[src/rtl/rate_div_pkg.sv]
// rate_div_pkg: shared constants for the rate divider / tick counter.
// Default divisor table contents, speed-select width and speed-code names.
package rate_div_pkg;

    localparam int SPEED_W    = 2;
    localparam int NUM_SPEEDS = 1 << SPEED_W;

    localparam int DIV0_DEF = 0;
    localparam int DIV1_DEF = 499;
    localparam int DIV2_DEF = 999;
    localparam int DIV3_DEF = 1999;

    typedef enum logic [SPEED_W-1:0] {
        SPD_STOP = 2'd0,
        SPD_FAST = 2'd1,
        SPD_MED  = 2'd2,
        SPD_SLOW = 2'd3
    } speed_e;

endpackage

[src/rtl/mod_counter.sv]
// mod_counter: up/down counter modulo CNT_MOD, advanced by i_tick.
// Ports: i_clk, i_rst (sync, active-high), i_tick, i_up -> o_value, o_wrap.
module mod_counter
    import rate_div_pkg::*;
#(
    parameter int CNT_W   = 4,
    parameter int CNT_MOD = 16
) (
    input  logic             i_clk,
    input  logic             i_rst,
    input  logic             i_tick,
    input  logic             i_up,
    output logic [CNT_W-1:0] o_value,
    output logic             o_wrap
);

    localparam logic [CNT_W-1:0] LP_MAX = CNT_W'(CNT_MOD - 1);

    logic [CNT_W-1:0] r_value;
    logic             w_at_max;
    logic             w_at_min;

    assign w_at_max = (r_value == LP_MAX);
    assign w_at_min = (r_value == '0);

    // Terminal count depends on direction sampled in the tick cycle.
    assign o_wrap  = i_tick & (i_up ? w_at_max : w_at_min);
    assign o_value = r_value;

    always_ff @(posedge i_clk) begin
        if (i_rst) begin
            r_value <= '0;
        end else if (i_tick) begin
            if (i_up) begin
                r_value <= w_at_max ? '0 : r_value + CNT_W'(1);
            end else begin
                r_value <= w_at_min ? LP_MAX : r_value - CNT_W'(1);
            end
        end
    end

endmodule

[src/rtl/rate_tick_counter.sv]
// rate_tick_counter: table-driven rate divider feeding a modulo up/down counter.
// Ports: ClockIn, Reset, Enable, Speed, Restart, Up -> DivCount, Tick,
//   CounterValue, Wrap. With RATE_DIV_LOAD_EN defined the divisor table is
//   writable via LoadValid/LoadSel/LoadDivisor with LoadReady.
module rate_tick_counter
    import rate_div_pkg::*;
#(
    parameter int DIV_W   = 11,
    parameter int CNT_W   = 4,
    parameter int CNT_MOD = 16,
    parameter int DIV0    = DIV0_DEF,
    parameter int DIV1    = DIV1_DEF,
    parameter int DIV2    = DIV2_DEF,
    parameter int DIV3    = DIV3_DEF
) (
    input  logic               ClockIn,
    input  logic               Reset,
    input  logic               Enable,
    input  logic [SPEED_W-1:0] Speed,
    input  logic               Restart,
    input  logic               Up,
`ifdef RATE_DIV_LOAD_EN
    input  logic               LoadValid,
    input  logic [SPEED_W-1:0] LoadSel,
    input  logic [DIV_W-1:0]   LoadDivisor,
    output logic               LoadReady,
`endif
    output logic [DIV_W-1:0]   DivCount,
    output logic               Tick,
    output logic [CNT_W-1:0]   CounterValue,
    output logic               Wrap
);

    logic [DIV_W-1:0] w_table [NUM_SPEEDS];
    logic [DIV_W-1:0] w_div_sel;
    logic [DIV_W-1:0] r_div;
    logic             w_tick;

`ifdef RATE_DIV_LOAD_EN
    logic [DIV_W-1:0] r_table [NUM_SPEEDS];

    assign LoadReady = ~Reset;

    // Reload reads r_table before this edge, so a colliding write
    // only affects later reloads.
    always_ff @(posedge ClockIn) begin
        if (Reset) begin
            r_table[0] <= DIV_W'(DIV0);
            r_table[1] <= DIV_W'(DIV1);
            r_table[2] <= DIV_W'(DIV2);
            r_table[3] <= DIV_W'(DIV3);
        end else if (LoadValid && LoadReady) begin
            r_table[LoadSel] <= LoadDivisor;
        end
    end

    assign w_table = r_table;
`else
    assign w_table[0] = DIV_W'(DIV0);
    assign w_table[1] = DIV_W'(DIV1);
    assign w_table[2] = DIV_W'(DIV2);
    assign w_table[3] = DIV_W'(DIV3);
`endif

    always_comb begin
        w_div_sel = w_table[0];
        unique case (speed_e'(Speed))
            SPD_STOP: w_div_sel = w_table[0];
            SPD_FAST: w_div_sel = w_table[1];
            SPD_MED:  w_div_sel = w_table[2];
            SPD_SLOW: w_div_sel = w_table[3];
        endcase
    end

    // Restart suppresses the tick so it can never advance the counter.
    assign w_tick = ~Reset & Enable & ~Restart & (r_div == '0);

    always_ff @(posedge ClockIn) begin
        if (Reset) begin
            r_div <= '0;
        end else if (Restart) begin
            r_div <= w_div_sel;
        end else if (!Enable) begin
            r_div <= r_div;
        end else if (r_div == '0) begin
            r_div <= w_div_sel;
        end else begin
            r_div <= r_div - DIV_W'(1);
        end
    end

    assign DivCount = r_div;
    assign Tick     = w_tick;

    mod_counter #(
        .CNT_W   (CNT_W),
        .CNT_MOD (CNT_MOD)
    ) u_cnt (
        .i_clk   (ClockIn),
        .i_rst   (Reset),
        .i_tick  (w_tick),
        .i_up    (Up),
        .o_value (CounterValue),
        .o_wrap  (Wrap)
    );

endmodule
[config.mk]
export PLATFORM = sky130hd
export DESIGN_NAME = rate_tick_counter
export DESIGN_NICKNAME = d
export VERILOG_FILES = /design/src/rtl/rate_div_pkg.sv /design/src/rtl/mod_counter.sv /design/src/rtl/rate_tick_counter.sv
export SDC_FILE = /design/constraint.sdc
export NUM_CORES = 1
export LEC_CHECK = 0
export BUFFER_PORTS_ARGS = -buffer_cell sky130_fd_sc_hd__buf_4
export CORE_MARGIN = 1
export CORE_UTILIZATION = 48
export DETAILED_ROUTE_END_ITERATION = 7
export PLACE_DENSITY = 0.82
export REMOVE_ABC_BUFFERS = 1
export SYNTH_ARGS = -nofsm -noshare
export SYNTH_HDL_FRONTEND = slang
export SYNTH_SLANG_ARGS = --single-unit
[constraint.sdc]
create_clock -name ClockIn -period 1.8 [get_ports ClockIn]
set_input_delay 0.45 -clock ClockIn [delete_from_list [all_inputs] [get_ports ClockIn]]
set_output_delay 0.45 -clock ClockIn [all_outputs]
set_load 0.02 [all_outputs]
==> results.cfg, run 1 <==
[die]
start_util_pct = 50.9
die_y_um = 50.4
die_w_um = 50.4
pin_count = 24
coreArea_um2 = 2210
placementRows = 17
die-area_um2 = 2540

[yosys]
synth.area.top_cells = dfxtp_1, ha_1, a21oi_1
syn_area_per_cell_um2 = 8.16
netlist_instances = 138
ys_async_sr_fraction_pct = 0
synth_warnings = 0
seq_area_frac_synth_pct = 26.7
yosysTopAreaCellShare_pct = 26.7
synth.most_common_cell = dfxtp_1
synth.distinct_cells = 46
syn_area_um2 = 1130
synth_edf_count = 0
yosysTopAreaCell = dfxtp_1
synth-seq-cells = 15
synthTopCellsByCount = dfxtp_1, inv_1, a21oi_1, nor2_1
ys.flop_type = dfxtp_1

[power]
pwr_density_cell_nw_per_um2 = 644
peakVddDrop_uv = 408
power_mw = 1.00
p_leak_nw = 0.690

[placed_design]
port_buffers = 23
place_area_um2 = 1470
place_inst = 205
pre_cts_ws_ns = 0.0126
place.gp.congestion = 0.914
dpl.hpwl_um = 2450

[timing]
setup-violations-final = 2
fin_setup_tns_ns = -0.515
holdWs_ns = 0.350
period_share_pct = 116
finalHoldViolCount = 0
rsz0062_at_grt = true
maxSlewHeadroom_pct = 70.9
clock_skew_ns = 0.00194
tightest_slew_ns = 0.426
finalMaxSlewViolations = 0
post-route-min-period_ns = 2.08
setup_ws_ns = -0.281
fmax_ghz = 0.481

[final_layout]
drive_gt1_share_pct = 35.7
n_antenna_cell = 0
instances_no_fill = 213
nets = 200
final_area_um2 = 1560
area_growth_pct = 38.6
fin_util_pct = 70.5

[clocking]
cts_buffers = 3
clock_latency_ns = 0.30
cts_root_buf = clkbuf_4
cts.sinks = 15
cts_tree = built
clk_pin_slew_ns = 0.09
clockBufferDepth = 2
h-tree-depth = 1
ctsHoldBuffers = 0

[drt]
postRouteAntennaNets = 0
dr.first_iter.drc_count = 65
vias = 1295
wl_per_cell_um = 15.9
route.detailed.drc = 0
first_pass_iters = 4
viasPerCell = 6.08
wl_um = 3380

[worst_setup_path]
worstPathArrival_ns = 1.63
r2r_cells = 6
cp_max_fo = 3
worst-path-buf-inv = 1
reg2reg_from = DivCount[0]$_SDFFE_PP0P_
max_stage_delay_ns = 0.35
worst_path_max_delay_cell = dfxtp_2
critPathRequiredTime_ns = 1.35
crit_type = reg -> out
r2r_slack_ns = 0.09
crit_family = simple AND/OR/NAND/NOR gates
cp-start-kind = register
r2r-end = DivCount[3]$_SDFFE_PP0P_
end_kind = output port
path_cells = nor4_4 > and4_1 > and3_4 > and2b_1 > buf_6

[min_path]
min_from = Reset
hold_path_depth = 2
min_path_type = in -> reg
hold_end = u_cnt.o_value[2]$_SDFFE_PP0P_

[global_routing]
grt_usage_pct = 27.8
grt_pass1_vias = 1216
grt_max_degree = 15
grt_overflow = 0
antenna_found_initial = 0
grt_pass1_wl_um = 5350

[outcome]
failed_checks = setup timing
status = finished with violations

[job]
cap_violations = 0
==> what timing repair did <==
action	4_1_cts	5_1_grt
endpoints found under the hold margin	0	0
buffers inserted	3	1
setup endpoints to repair	2	8
gates cloned	0	0
pin swaps	2	2
resized for setup	5	4
==> area by class of cell <==
cell class / count / area [um2]
Inverter: 12 / 45.0
Fill cell: 184 / 652
Clock buffer: 3 / 22.5
Tap cell: 28 / 35.0
Sequential cell: 15 / 305
Timing Repair Buffer: 50 / 383
Clock inverter: 1 / 5.00
Multi-Input combinational cell: 104 / 764
==> worst max-delay path by stage <==
stage                                    startpoint  endpoint  cells after the start
final                     DivCount[10]$_SDFFE_PP0P_      Wrap                      5
after global routing      DivCount[10]$_SDFFE_PP0P_      Wrap                      5
after CTS                  DivCount[4]$_SDFFE_PP0P_      Wrap                      5
after detailed placement  DivCount[10]$_SDFFE_PP0P_      Wrap                      5
after global placement    DivCount[10]$_SDFFE_PP0P_      Wrap                      5
after floorplan            DivCount[5]$_SDFFE_PP0P_      Wrap                      4
==> sequential cells by signal, summed over array words and instances, names as in the netlist <==
register and flops:
DivCount 11, u_cnt.o_value 4
==> cells by family after synthesis <==
group	share of synthesized area [%]
compound gates	23.4
simple gates	27.9
buf+inv	7.11
mux	4.78
fa+ha+maj	7.78
flops	26.7
xor+xnor	2.33
==> routing by layer <==
| metal | vias to the layer above | part of all wire (%) | track usage (%) |
|---|---|---|---|
| met5 | - | 0 | 0 |
| met4 | 0 | 1.7 | 14.4 |
| met3 | 7 | 5.7 | 2.73 |
| met2 | 61 | 52 | 52.4 |
| met1 | 617 | 40 | 30.3 |
| li1 | 610 | - | - |
==> where the power goes <==
part	leakage (nW)	switching, mW	internal, mW	total (mW)
Sequential	0.125	0.0263	0.359	0.386
Clock	0.0177	0.122	0.0829	0.205
Combinational	0.547	0.220	0.194	0.414
Total	0.690	0.368	0.636	1.00
==> worst reg2reg max path: stages (launching register included) <==
cell and delay (ns):
dfxtp_1 0.35, inv_1 0.06, ha_1 0.22, buf_4 0.16
a41oi_2 0.20, mux2_2 0.37, o21ai_0 0.25
==> placed cells by master, fill, tap and decap left out, drive strengths merged, types with 3 or more instances in the layout <==
cell	count
buf	50
a311oi	4
nor4	3
nor2	9
o21ai	5
o31ai	3
nor3	4
clkbuf	3
nand3	4
a21oi	11
nor2b	5
nand2b	3
ha	7
nand4	3
inv	12
dfxtp	15
nand3b	4
nand2	7
Power figures use the tool's default switching activity.
==> run 2: changes to the inputs <==
--- a/config.mk
+++ b/config.mk
@@ -5,11 +5,12 @@
 export SDC_FILE = /design/constraint.sdc
 export NUM_CORES = 1
 export LEC_CHECK = 0
+export ABC_AREA = 1
 export BUFFER_PORTS_ARGS = -buffer_cell sky130_fd_sc_hd__buf_4
 export CORE_MARGIN = 1
-export CORE_UTILIZATION = 48
+export CORE_UTILIZATION = 53
 export DETAILED_ROUTE_END_ITERATION = 7
-export PLACE_DENSITY = 0.82
+export PLACE_DENSITY = 0.86
 export REMOVE_ABC_BUFFERS = 1
 export SYNTH_ARGS = -nofsm -noshare
 export SYNTH_HDL_FRONTEND = slang
==> constraint.sdc (replaced) <==
create_clock -name ClockIn -period 2.2 [get_ports ClockIn]
set_input_delay 0.55 -clock ClockIn [delete_from_list [all_inputs] [get_ports ClockIn]]
set_output_delay 0.55 -clock ClockIn [all_outputs]
set_load 0.02 [all_outputs]
==> results.cfg, run 2 <==
[clocking]
cts_root_buf = clkbuf_4
ctsHoldBuffers = 0
cts_buffers = 3
clk_pin_slew_ns = 0.09
h-tree-depth = 1
clock_latency_ns = 0.28
cts.sinks = 15
cts_tree = built
clockBufferDepth = 2

[die]
die-area_um2 = 2340
coreArea_um2 = 2000
start_util_pct = 57.0
die_w_um = 48.4
pin_count = 24
placementRows = 16
die_y_um = 48.4

[worst_setup_path]
cp_max_fo = 4
worst-path-buf-inv = 3
end_kind = output port
worst_path_max_delay_cell = dfxtp_4
reg2reg_from = DivCount[0]$_SDFFE_PP0P_
max_stage_delay_ns = 0.37
worstPathArrival_ns = 1.59
critPathRequiredTime_ns = 1.65
path_cells = inv_4 > ha_4 > nand2_4 > nor2_4 > nand3_4 > nor2_8 > inv_2 > a21oi_2 > buf_4
cp-start-kind = register
critPathLaunch = DivCount[0]$_SDFFE_PP0P_
crit_type = reg -> out
crit_family = simple AND/OR/NAND/NOR gates

[timing]
tightest_slew_ns = 0.360
setup-violations-final = 0
post-route-min-period_ns = 2.14
period_share_pct = 97.1
fmax_ghz = 0.468
finalMaxSlewViolations = 0
clock_skew_ns = 0.00274
maxSlewHeadroom_pct = 75.9
setup_ws_ns = 0.0645
rsz0062_at_grt = true
finalHoldViolCount = 0

[global_routing]
grt_max_degree = 13
grt_overflow = 0
grt_usage_pct = 27.0
grt_pass1_vias = 1163
grt_pass1_wl_um = 5000
antenna_found_initial = 0

[yosys]
synth_warnings = 0
synth.most_common_cell = nand2_1
synth_edf_count = 0
ys.flop_type = dfxtp_1
ys_async_sr_fraction_pct = 0
seq_area_frac_synth_pct = 26.3
synth-seq-cells = 15
synth.area.top_cells = dfxtp_1, nand2_1, inv_1
yosysTopAreaCell = dfxtp_1
yosysTopAreaCellShare_pct = 26.3
synthTopCellsByCount = nand2_1, inv_1, nand3_1, nor2_1, dfxtp_1
synth.distinct_cells = 24
syn_area_um2 = 1140
netlist_instances = 175
syn_area_per_cell_um2 = 6.52

[placed_design]
port_buffers = 23
place_inst = 227
pre_cts_ws_ns = 0.163
dpl.hpwl_um = 2200
place.gp.congestion = 0.918

[final_layout]
multi_input_area_um2 = 759
final_cell_mix = buf_4, nand2_1, inv_1
drive_gt1_share_pct = 29.2
regArea_um2 = 313
fillers = 152
largest_reg_flops = 11
nets = 224
area_growth_pct = 30.5
n_antenna_cell = 0
layout_commonest_cell = buf_4
instances_no_fill = 236

[power]
pwr_density_cell_nw_per_um2 = 557
peakVddDrop_uv = 491
p_leak_nw = 0.740

[drt]
wl_um = 3080
vias = 1276
dr.first_iter.drc_count = 68
wl_per_cell_um = 13.1
viasPerCell = 5.41
postRouteAntennaNets = 0
first_pass_iters = 4
route.detailed.drc = 0

[job]
cap_violations = 0

[min_path]
min_path_type = reg -> reg
min_from = u_cnt.o_value[1]$_SDFFE_PP0P_

[outcome]
status = complete, no violations
## run 2: per-stage QoR
step	area (um2)	total power, mW	hold slack [ns]	TNS (ns)	utilization, %
floorplan	1130	0.526	0.559	-0.0542	-
CTS	1440	0.801	0.496	0	71.8
global placement	1370	0.613	0.479	0	68.4
detailed placement	1370	0.621	0.490	0	68.4
finish	1490	0.830	0.510	0	74.4
global route	1490	0.884	0.544	-0.0297	74.4
## run 2: cell type report
class                      instances  share of cell area [%]
tap                               27                    2.27
clock buffer                       3                    1.51
timing repair buffer              32                    16.1
sequential                        15                    21.0
multi-input combinational        128                    51.0
clock inverter                     1                   0.336
inverter                          30                    7.73
## run 2: cells by family (layout without fill, tap and decap cells)
kind of cell	after synthesis	in the layout	synth area share, %
XOR/XNOR	4	4	3.07
flip-flops	15	15	26.3
adder cells (fa/ha/maj)	7	7	7.68
buffers and inverters	32	66	10.5
AND/OR/NAND/NOR	87	87	38.6
AO/OA/AOI/OAI	30	30	13.8
## run 2: metal layers
metal	global-route usage [%]	routed length, um
met1	34.7	1370
met2	46.0	1470
met3	5.66	244
met4	6.37	6
met5	0	0
## run 2: worst min-delay path: stages (launching register included)
cell and delay (ns):
dfxtp_2 0.35, nand3_1 0.07, o21ai_1 0.05
## run 2: power breakdown
part	switching (mW)	total (mW)	internal [mW]
logic	0.195	0.333	0.138
clock network	0.0937	0.161	0.0675
registers	0.0384	0.335	0.297
## run 2: worst paths after layout
| path | depth (start not counted) | endpoint | slack (ns) |
|---|---|---|---|
| hold / removal | 2 | u_cnt.o_value[1]$_SDFFE_PP0P_ | 0.51 |
| setup reg to reg | 10 | DivCount[8]$_SDFFE_PP0P_ | 0.57 |
| hold reg to reg | 2 | u_cnt.o_value[1]$_SDFFE_PP0P_ | 0.51 |
| setup / recovery | 9 | Wrap | 0.06 |
## run 2: what timing repair did
action,CTS,global route
pin swaps,2,5
setup endpoints to repair,2,2
setup buffers,2,3
resized for setup,8,13
hold endpoints to repair,0,0
